<file path="config.mk">
export PLATFORM = sky130hd
export DESIGN_NAME = snake_game_ctrl
export DESIGN_NICKNAME = d
export VERILOG_FILES = /design/src/rtl/snake_pkg.sv /design/src/rtl/snake_tick_gen.sv /design/src/rtl/snake_game_ctrl.sv
export SDC_FILE = /design/constraint.sdc
export NUM_CORES = 1
export LEC_CHECK = 0
export CAP_MARGIN = 0
export CORE_MARGIN = 4
export CORE_UTILIZATION = 43
export DETAILED_ROUTE_END_ITERATION = 8
export DONT_BUFFER_PORTS = 1
export GPL_TIMING_DRIVEN = 0
export PLACE_DENSITY_LB_ADDON = 0.1
export SLEW_MARGIN = 20
export SYNTH_ARGS = -nofsm -noshare
export SYNTH_HDL_FRONTEND = slang
export SYNTH_HIERARCHICAL = 1
export SYNTH_SLANG_ARGS = --single-unit
</file>
<file path="constraint.sdc">
create_clock -name clk -period 2.7 [get_ports clk]
set_input_delay 0.405 -clock clk [delete_from_list [all_inputs] [get_ports clk]]
set_output_delay 0.405 -clock clk [all_outputs]
set_load 0.01 [all_outputs]
</file>
<file path="src/rtl/snake_pkg.sv">
// Shared encodings and constants for the snake game controller.
package snake_pkg;

    typedef enum logic [1:0] {
        ST_IDLE  = 2'd0,
        ST_PLAY  = 2'd1,
        ST_PAUSE = 2'd2,
        ST_DIE   = 2'd3
    } state_e;

    typedef enum logic [1:0] {
        DIR_UP    = 2'd0,
        DIR_DOWN  = 2'd1,
        DIR_LEFT  = 2'd2,
        DIR_RIGHT = 2'd3
    } dir_e;

    localparam int INIT_LEN = 3;

    // Opposite directions differ only in the low bit of the encoding.
    function automatic dir_e dir_opposite(input dir_e d);
        return dir_e'({d[1], ~d[0]});
    endfunction

endpackage

</file>
<file path="src/rtl/snake_tick_gen.sv">
// Period counter: strobe is high during the cycle in which the counter wraps.
module snake_tick_gen #(
    parameter int CNT_W = 24
) (
    input  logic             clk,
    input  logic             rst,
    input  logic             enable,
    input  logic             clr,
    input  logic [CNT_W-1:0] period,
    output logic             strobe
);

    logic [CNT_W-1:0] cnt_q, cnt_d;

    // >= keeps the counter bounded if the period shrinks below the count.
    assign strobe = enable && (cnt_q >= (period - 1'b1));

    always_comb begin
        cnt_d = cnt_q;
        if (clr || strobe) begin
            cnt_d = '0;
        end else if (enable) begin
            cnt_d = cnt_q + 1'b1;
        end
    end

    always_ff @(posedge clk or negedge rst) begin
        if (!rst) begin
            cnt_q <= '0;
        end else begin
            cnt_q <= cnt_d;
        end
    end

endmodule

</file>
<file path="src/rtl/snake_game_ctrl.sv">
// Snake game control FSM: start/pause/die sequencing, step strobe, direction, length and score.
// Optional build macro SNAKE_SPEEDUP_EN shortens the step period as the snake grows.
module snake_game_ctrl
    import snake_pkg::*;
#(
    parameter int TICK_CYCLES = 12_500_000,
    parameter int MAX_LEN     = 32,
    parameter int DIE_FLASHES = 6
) (
    input  logic       clk,
    input  logic       rst,
    input  logic       key_up,
    input  logic       key_down,
    input  logic       key_left,
    input  logic       key_right,
    input  logic       key_start,
    input  logic       add_cube,
    input  logic       hit_wall,
    input  logic       hit_body,
    output logic [1:0] game_state,
    output logic       move_tick,
    output logic [1:0] dir,
    output logic [5:0] snake_len,
    output logic [7:0] score,
    output logic       flash_en
);

    localparam int         CNT_W   = $clog2(TICK_CYCLES + 1);
    localparam int         FL_W    = $clog2(DIE_FLASHES + 1);
    localparam logic [5:0] LEN_SAT = 6'(MAX_LEN);
    localparam logic [5:0] LEN_INI = 6'(INIT_LEN);

    state_e            state_q, state_d;
    dir_e              dir_q, dir_d, pend_q, pend_d, key_dir;
    logic              key_vld, hit, move_tick_q, move_tick_d;
    logic              flash_q, flash_d, play_strobe, die_strobe;
    logic [5:0]        len_q, len_d;
    logic [7:0]        score_q, score_d;
    logic [FL_W-1:0]   flcnt_q, flcnt_d;
    logic [CNT_W-1:0]  play_period;

    assign hit = hit_wall | hit_body;

    // Pausing or dying freezes the step counter in the very cycle of the event.
    snake_tick_gen #(.CNT_W(CNT_W)) u_play_tick (
        .clk    (clk),
        .rst    (rst),
        .enable ((state_q == ST_PLAY) && !key_start && !hit),
        .clr    (state_q == ST_IDLE),
        .period (play_period),
        .strobe (play_strobe)
    );

    snake_tick_gen #(.CNT_W(CNT_W)) u_die_tick (
        .clk    (clk),
        .rst    (rst),
        .enable (state_q == ST_DIE),
        .clr    (state_q != ST_DIE),
        .period (CNT_W'(TICK_CYCLES)),
        .strobe (die_strobe)
    );

`ifdef SNAKE_SPEEDUP_EN
    logic [CNT_W-1:0] period_q, period_d;

    always_comb begin
        int p;
        p = TICK_CYCLES - (int'(len_q) - INIT_LEN) * (TICK_CYCLES / 16);
        if (p < TICK_CYCLES / 4) begin
            p = TICK_CYCLES / 4;
        end
        period_d = period_q;
        if (state_q == ST_IDLE) begin
            period_d = CNT_W'(TICK_CYCLES);
        end else if (play_strobe) begin
            period_d = CNT_W'(p);
        end
    end

    always_ff @(posedge clk or negedge rst) begin
        if (!rst) begin
            period_q <= CNT_W'(TICK_CYCLES);
        end else begin
            period_q <= period_d;
        end
    end

    assign play_period = period_q;
`else
    assign play_period = CNT_W'(TICK_CYCLES);
`endif

    always_comb begin
        key_vld = 1'b1;
        key_dir = DIR_UP;
        if (key_up)         key_dir = DIR_UP;
        else if (key_down)  key_dir = DIR_DOWN;
        else if (key_left)  key_dir = DIR_LEFT;
        else if (key_right) key_dir = DIR_RIGHT;
        else                key_vld = 1'b0;
    end

    always_comb begin
        state_d     = state_q;
        dir_d       = dir_q;
        pend_d      = pend_q;
        len_d       = len_q;
        score_d     = score_q;
        flash_d     = flash_q;
        flcnt_d     = flcnt_q;
        move_tick_d = 1'b0;
        case (state_q)
            ST_IDLE: begin
                flash_d = 1'b0;
                if (key_start) begin
                    state_d = ST_PLAY;
                    len_d   = LEN_INI;
                    score_d = 8'd0;
                    dir_d   = DIR_RIGHT;
                    pend_d  = DIR_RIGHT;
                end
            end
            ST_PLAY: begin
                if (hit) begin
                    state_d = ST_DIE;
                    flcnt_d = '0;
                    flash_d = 1'b0;
                end else begin
                    move_tick_d = play_strobe;
                    if (play_strobe) dir_d = pend_q;
                    if (key_vld && (key_dir != dir_opposite(dir_q))) pend_d = key_dir;
                    if (add_cube) begin
                        if (len_q < LEN_SAT)  len_d   = len_q + 6'd1;
                        if (score_q != 8'hFF) score_d = score_q + 8'd1;
                    end
                    if (key_start) state_d = ST_PAUSE;
                end
            end
            ST_PAUSE: begin
                if (key_start) state_d = ST_PLAY;
            end
            ST_DIE: begin
                if (die_strobe) begin
                    flash_d = ~flash_q;
                    if (flcnt_q == FL_W'(DIE_FLASHES - 1)) begin
                        state_d = ST_IDLE;
                        flash_d = 1'b0;
                        flcnt_d = '0;
                    end else begin
                        flcnt_d = flcnt_q + 1'b1;
                    end
                end
            end
            default: state_d = ST_IDLE;
        endcase
    end

    always_ff @(posedge clk or negedge rst) begin
        if (!rst) begin
            state_q     <= ST_IDLE;
            dir_q       <= DIR_RIGHT;
            pend_q      <= DIR_RIGHT;
            len_q       <= LEN_INI;
            score_q     <= 8'd0;
            flash_q     <= 1'b0;
            flcnt_q     <= '0;
            move_tick_q <= 1'b0;
        end else begin
            state_q     <= state_d;
            dir_q       <= dir_d;
            pend_q      <= pend_d;
            len_q       <= len_d;
            score_q     <= score_d;
            flash_q     <= flash_d;
            flcnt_q     <= flcnt_d;
            move_tick_q <= move_tick_d;
        end
    end

    assign game_state = state_q;
    assign move_tick  = move_tick_q;
    assign dir        = dir_q;
    assign snake_len  = len_q;
    assign score      = score_q;
    assign flash_en   = flash_q;

endmodule

</file>
==> results.ini, run 1 <==
[run_status]
status = complete, no violations

[critical_path]
max_stage_delay_ns = 0.41
critPathTopFamily = simple AND/OR/NAND/NOR gates
start_kind = flip-flop
r2r-start = u_play_tick/cnt_q[22]$_DFFE_PN0P_
slowest_stage = dfrtp_1
cpMostUsedCell = o21ai_0
worstSetupEndpointType = flip-flop
path_cells = ha_1 -> nand4_1 -> nor4_4 -> and4_1 -> nand2_2 -> a21boi_2 -> nand3_1 -> a21oi_2 -> o21ai_0 -> o21ai_0
critPathMaxFanout = 8
path_class = flip-flop to flip-flop
cp.required_ns = 2.95
reg2reg_slack_ns = 0.13
r2r_end = dir[0]$_DFFE_PN1P_
path_buf_inv = 0
ff2ff_path_depth = 10
critPathArrivalTime_ns = 2.82

[drt]
first_iter_violations = 180
wl_um = 12200
drtAntennaViolNets = 0
first_pass_iters = 4
vias = 4832
wl_per_cell_um = 12.5
drc = 0
via_per_inst = 4.93

[sta]
finalSetupTns_ns = 0
fin_crit_sh_pct = 95.3
hold_violations = 0
skew_ns = 0.00916
drv_slew = 0
relSlewSlack_pct = 58.4
setup_viol = 0
fmax_mhz = 388
fin_crit_ns = 2.57
worstMarginPinSlew_ns = 0.621

[logic_synthesis]
synth-seq-area-share_pct = 32.4
ys_types = 76
netlist_area_um2 = 5660
synth-edff-count = 0
yosysMostFrequentCell = dfrtp_1
synth_top_area_cell = dfrtp_1
synth_ff_type = dfrtp_1
yosys_warnings = 6
synth_seq_cells = 73
synth_cells = 630
syn_area_per_cell_um2 = 8.98
synth_top_area_share_pct = 29.6
async_flop_share_pct = 100
yosys-top-cells-count = dfrtp_1 (67), nor2_1 (65), nand2_1 (55)
synth_area_leaders = dfrtp_1 (30%), ha_1 (12%), xnor2_1 (7.3%)

[pwr]
power_density_nw_per_um2 = 454
p_comb_share_pct = 15.6
power_frac_seq_pct = 41.6
p_switching_mw = 0.843
leakage_nw = 3.29
pwr-share-clk_pct = 42.8
switching_share_pct = 26.6
vdd_drop_max_mv = 0.281
p_int_mw = 2.32

[global_route]
first_global_vias = 4549
grt_pass1_wl_um = 20400
grt_usage_pct = 16.6
grt_start_max_net_pins = 74
antenna_found_initial = 0
overflow = 0

[finish]
drive_above_1_share_pct = 8.90
num_antenna_cells = 0
final_area_um2 = 6970
syn_to_final_growth_pct = 23.1
nets = 868
fill_cells = 1155
instances_no_fill = 981
regArea_um2 = 1840
multi_input_area_um2 = 4320

[clock_tree]
cts-root-buf = clkbuf_16
cts.sinks = 73
cts_tree = built
cts.clk_slew.worst_paths_ns = 0.06
numCtsBuffers = 9
cts.path.max_buffers = 2
cts-htree-levels = 3
clkLatencyLatePin_ns = 0.33

[floorplan]
die-area_um2 = 15100
fp.dieH_um = 123
rows = 41
pin_count = 30
start_util_pct = 44.3
fp.coreArea_um2 = 12800
die_x_um = 123

[placement]
place_area_um2 = 6440
dp_hpwl_um = 9120
finalWeightedCongestion = 0.803
io_buffers = 0
placed_cells = 953

[hold_path]
whs_path_depth = 2
worstHoldStart = key_start
hold_path.class = input pin to flip-flop
worstHoldEndpoint = game_state[0]$_DFFE_PN0P_

[flow_run]
maxCapViolCount = 0

cells by family after synthesis:
family / after synthesis / share of synthesized area (%)
and+or+nand+nor: 281 / 26.3
AOI/OAI and AO/OA: 99 / 12.6
xor gates and xnor gates: 87 / 13.5
DFF: 73 / 32.4
adders and majority gates: 54 / 11.9
buffers and inverters: 31 / 2.61
muxes: 3 / 0.531
other: 2 / 0.133
sequential cells by signal, indices dropped and copies added (netlist names):
signal             flops
snake_len              6
game_state             2
move_tick              1
flcnt_q                3
u_play_tick/cnt_q     24
pend_q                 2
score                  8
dir                    2
flash_en               1
u_die_tick/cnt_q      24
cell type report:
| class | instances | area share (%) |
|---|---|---|
| Clock inverter | 6 | 1.54 |
| Tap cell | 172 | 3.09 |
| Timing Repair Buffer | 12 | 1.62 |
| Inverter | 19 | 1.02 |
| Multi-Input combinational cell | 677 | 61.9 |
| Sequential cell | 73 | 26.3 |
| Clock buffer | 10 | 3.29 |
| Buffer | 12 | 1.15 |
power by group through the flow:
stage	Combinational [mW]	Clock [mW]	Sequential, mW
global route	0.583	1.42	1.33
global placement	0.426	0	1.33
detailed placement	0.443	0	1.33
floorplan	0.387	0	1.30
CTS	0.478	1.39	1.31
finish	0.494	1.36	1.31
worst max-delay path by stage:
| stage | from | end | slack (ns) | cells after the start |
|---|---|---|---|---|
| 2_1_floorplan | game_state[0]$_DFFE_PN0P_ | u_play_tick/cnt_q[22]$_DFFE_PN0P_ | 0.28 | 10 |
| 3_3_place_gp | game_state[0]$_DFFE_PN0P_ | u_play_tick/cnt_q[22]$_DFFE_PN0P_ | -0.38 | 10 |
| 3_5_place_dp | game_state[0]$_DFFE_PN0P_ | u_play_tick/cnt_q[22]$_DFFE_PN0P_ | -0.43 | 10 |
| 4_1_cts | u_die_tick/cnt_q[16]$_DFFE_PN0P_ | flcnt_q[2]$_DFFE_PN0P_ | 0.01 | 11 |
| 5_1_grt | u_die_tick/cnt_q[16]$_DFFE_PN0P_ | flcnt_q[1]$_DFFE_PN0P_ | -0.04 | 11 |
| 6_report | u_play_tick/cnt_q[22]$_DFFE_PN0P_ | dir[0]$_DFFE_PN1P_ | 0.13 | 10 |
placed cells by master, fill, tap and decap left out, types with 4 or more instances in the layout:
cell type,Yosys,layout
a211oi_1,4,4
a21o_1,6,6
a21oi_1,27,26
a31oi_1,4,4
and2_1,5,5
and3_1,12,12
and4_1,6,6
buf_4,1,11
clkbuf_1,4,4
clkbuf_16,0,9
conb_1,2,153
dfrtp_1,67,66
dfstp_2,6,6
ha_1,54,54
inv_1,19,19
nand2_1,55,55
nand2b_1,10,10
nand3_1,26,26
nand4_1,21,21
nor2_1,65,65
nor2b_1,5,5
nor3_1,36,35
nor4_1,11,10
nor4_4,2,4
o21ai_0,16,16
or3_1,4,4
xnor2_1,47,47
xor2_1,40,40
worst register-to-register path, delay by kind of cell (launching register included):
family	cells	cell delay, ns
AND/OR/NAND/NOR	5	1.12
flip-flops	1	0.41
adder cells (fa/ha/maj)	1	0.33
AO/OA/AOI/OAI	4	0.63
metrics by stage:
| step | hold slack [ns] | util (%) | total power [mW] | worst slack [ns] |
|---|---|---|---|---|
| after CTS | 0.224 | 53.8 | 3.18 | 0.0143 |
| after floorplan | 0.109 | - | 1.69 | 0.284 |
| after detailed placement | 0.111 | 50.4 | 1.78 | -0.428 |
| after global routing | 0.293 | 54.5 | 3.34 | -0.0405 |
| after global placement | 0.111 | 50.4 | 1.76 | -0.382 |
| final | 0.268 | 54.5 | 3.16 | 0.126 |
per-layer routing:
layer | share of wire [%] | vias up | track usage, %
met3 | 2.4 | 10 | 2.35
li1 | - | 2483 | -
met2 | 51 | 66 | 29.2
met4 | 1.1 | 0 | 4.41
met5 | 0 | - | 0
met1 | 45 | 2273 | 21.3
what timing repair did:
item | in CTS | in global routing
hold buffers | 2 | 0
gates resized for setup | 7 | 9
pin swaps | 3 | 7
setup endpoints to repair | 20 | 24
setup buffers | 5 | 5
hold endpoints to repair | 73 | 0
Note: power is estimated with default switching activity, not from simulation.
==> run 2: changes to the inputs <==
==> constraint.sdc (replaced) <==
create_clock -name clk -period 3.2 [get_ports clk]
set_input_delay 0.48 -clock clk [delete_from_list [all_inputs] [get_ports clk]]
set_output_delay 0.48 -clock clk [all_outputs]
set_load 0.02 [all_outputs]
==> results.ini, run 2 (synthesis gave the netlist of run 1 again) <==
[placement]
finalWeightedCongestion = 0.803  ; unchanged
dp_hpwl_um = 9120  ; unchanged
io_buffers = 0  ; unchanged

[global_route]
grt_pass1_wl_um = 20200  ; -1.2%
grt_usage_pct = 16.3  ; -0.26 points
antenna_found_initial = 0  ; unchanged
grt_start_max_net_pins = 74  ; unchanged
overflow = 0  ; unchanged
first_global_vias = 4511  ; -0.84%

[finish]
nets = 857  ; -1.3%
drive_above_1_share_pct = 7.02  ; -1.9 points
syn_to_final_growth_pct = 20.5
num_antenna_cells = 0  ; unchanged
final_cell_mix = conb_1 (153), dfrtp_1 (67), nor2_1 (65), nand2_1 (55), ha_1 (54)
final_util_pct = 53.4  ; -1.2 points
fill_cells = 1165  ; +0.87%
final_common_cell = conb_1

[pwr]
p_comb_share_pct = 15.3  ; -0.3 points
p_int_mw = 1.96  ; -16%
finalPower_mw = 2.67  ; -16%
pwr-share-clk_pct = 42.8  ; about the same
switching_share_pct = 26.7  ; +0.095 points
power_frac_seq_pct = 41.9  ; +0.3 points
power_density_nw_per_um2 = 391  ; -14%
leakage_nw = 3.18  ; -3.3%
vdd_drop_max_mv = 0.236  ; -16%
p_switching_mw = 0.713  ; -15%

[drt]
vias = 4709  ; -2.5%
first_iter_violations = 183  ; +1.7%
drtAntennaViolNets = 0  ; unchanged
first_pass_iters = 4  ; unchanged
wl_um = 11800  ; -3.2%
drc = 0  ; unchanged
wl_per_cell_um = 12.2  ; -2.1%
via_per_inst = 4.85  ; -1.4%

[critical_path]
cp.required_ns = 3.40  ; +0.45 ns
critPathArrivalTime_ns = 3.12  ; +0.30 ns
critPathLaunch = game_state[0]$_DFFE_PN0P_
r2r-start = game_state[0]$_DFFE_PN0P_
path_class = flip-flop to flip-flop
worstSetupEndpointType = flip-flop
critPathMaxFanout = 10  ; +2
start_kind = flip-flop

[sta]
skew_ns = 0.00851  ; -0.000653 ns
worstMarginPinSlew_ns = 0.671  ; +0.0500 ns
drv_slew = 0  ; unchanged
setup_viol = 0  ; unchanged
relSlewSlack_pct = 55.1  ; -3.3 points
hold_violations = 0  ; unchanged
fmax_mhz = 343  ; -12%
whs_ns = 0.0427  ; -0.226 ns
finalSetupTns_ns = 0  ; unchanged
rsz0062_at_grt = false
fin_crit_ns = 2.92  ; +0.344 ns
fin_crit_sh_pct = 91.2  ; -4.1 points

[clock_tree]
cts.path.max_buffers = 2  ; unchanged
cts-root-buf = clkbuf_16
numCtsBuffers = 9  ; unchanged
postCtsSetupRepairBufs = 0  ; -5
cts.clk_slew.worst_paths_ns = 0.06  ; about the same
cts-htree-levels = 3  ; unchanged
cts_tree = built
cts.sinks = 73  ; unchanged
clkLatencyLatePin_ns = 0.33  ; about the same

[run_status]
status = complete, no violations

[floorplan]
rows = 41  ; unchanged
fp.coreArea_um2 = 12800  ; unchanged
fp.dieH_um = 123  ; unchanged
die-area_um2 = 15100  ; unchanged
die_x_um = 123  ; unchanged
start_util_pct = 44.3  ; unchanged
pin_count = 30  ; unchanged

[flow_run]
maxCapViolCount = 0  ; unchanged

[hold_path]
hold_path.class = input pin to asynchronous set/reset pin

-- run 2: cell types whose count changed in the layout (fill, tap and decap cells not counted), sizes merged --
cell | previous run | this run
buf | 18 | 8
dlygate4sd3 | 1 | 0
-- run 2: path summary, 6_finish.rpt --
check,slack [ns],cells past startpoint,to
min,0.04,1,u_die_tick/cnt_q[11]$_DFFE_PN0P_
max reg2reg,0.28,10,u_play_tick/cnt_q[23]$_DFFE_PN0P_
min reg2reg,0.50,1,flcnt_q[2]$_DFFE_PN0P_
max in group asynchronous,2.82,1,pend_q[0]$_DFFE_PN1P_
max,0.28,10,u_play_tick/cnt_q[23]$_DFFE_PN0P_
min in group clk,0.31,2,game_state[0]$_DFFE_PN0P_
-- run 2: per-stage QoR --
| step | setup WS [ns] | std cells | instance area (um2) |
|---|---|---|---|
| 2_1_floorplan | 0.712 | 781 | 6220 |
| 3_3_place_gp | 0.0508 | 953 | 6440 |
| 3_5_place_dp | 0.00433 | 953 | 6440 |
| 4_1_cts | 0.0817 | 970 | 6810 |
| 5_1_grt | 0.0346 | 970 | 6820 |
| 6_report | 0.282 | 970 | 6820 |
-- run 2: critical path, cell delays in order (launching register included) --
cell	delay, ns
dfrtp_1	0.61
nor2b_1	0.24
clkbuf_2	0.27
and3_1	0.20
clkbuf_2	0.18
nor2_2	0.11
nor3_2	0.40
nand3_1	0.28
nor3_1	0.29
xnor2_1	0.15
nor2_1	0.05
-- run 2: area by class of cell --
type,instances,area [um2],share of cell area (%)
multi-input combinational,677,4260,62.4
buffer,12,77.6,1.14
timing repair buffer,1,27.5,0.404
clock buffer,10,229,3.36
sequential,73,1830,26.9
clock inverter,6,108,1.58
tap,172,215,3.16
inverter,19,71.3,1.05
-- run 2: power groups by stage --
stage,Sequential (mW),Clock [mW],Combinational (mW)
6_report,1.12,1.14,0.408
5_1_grt,1.13,1.20,0.484
2_1_floorplan,1.11,0,0.326
3_3_place_gp,1.13,0,0.359
4_1_cts,1.12,1.17,0.400
3_5_place_dp,1.13,0,0.374
-- run 2: per-layer routing --
metal | wire (um) | up-vias | global-route usage [%]
li1 | - | 2463 | -
met4 | 85 | 0 | 4.27
met5 | 0 | - | 0
met1 | 5540 | 2208 | 20.9
met3 | 212 | 6 | 2.21
met2 | 6000 | 32 | 28.9
-- run 2: repair_timing --
item | in CTS | in global routing
resized for setup | 1 | 3
hold endpoints to repair | 73 | 0
hold buffers | 1 | 0
pin swaps | 0 | 0
endpoints found under the setup margin | 1 | 8
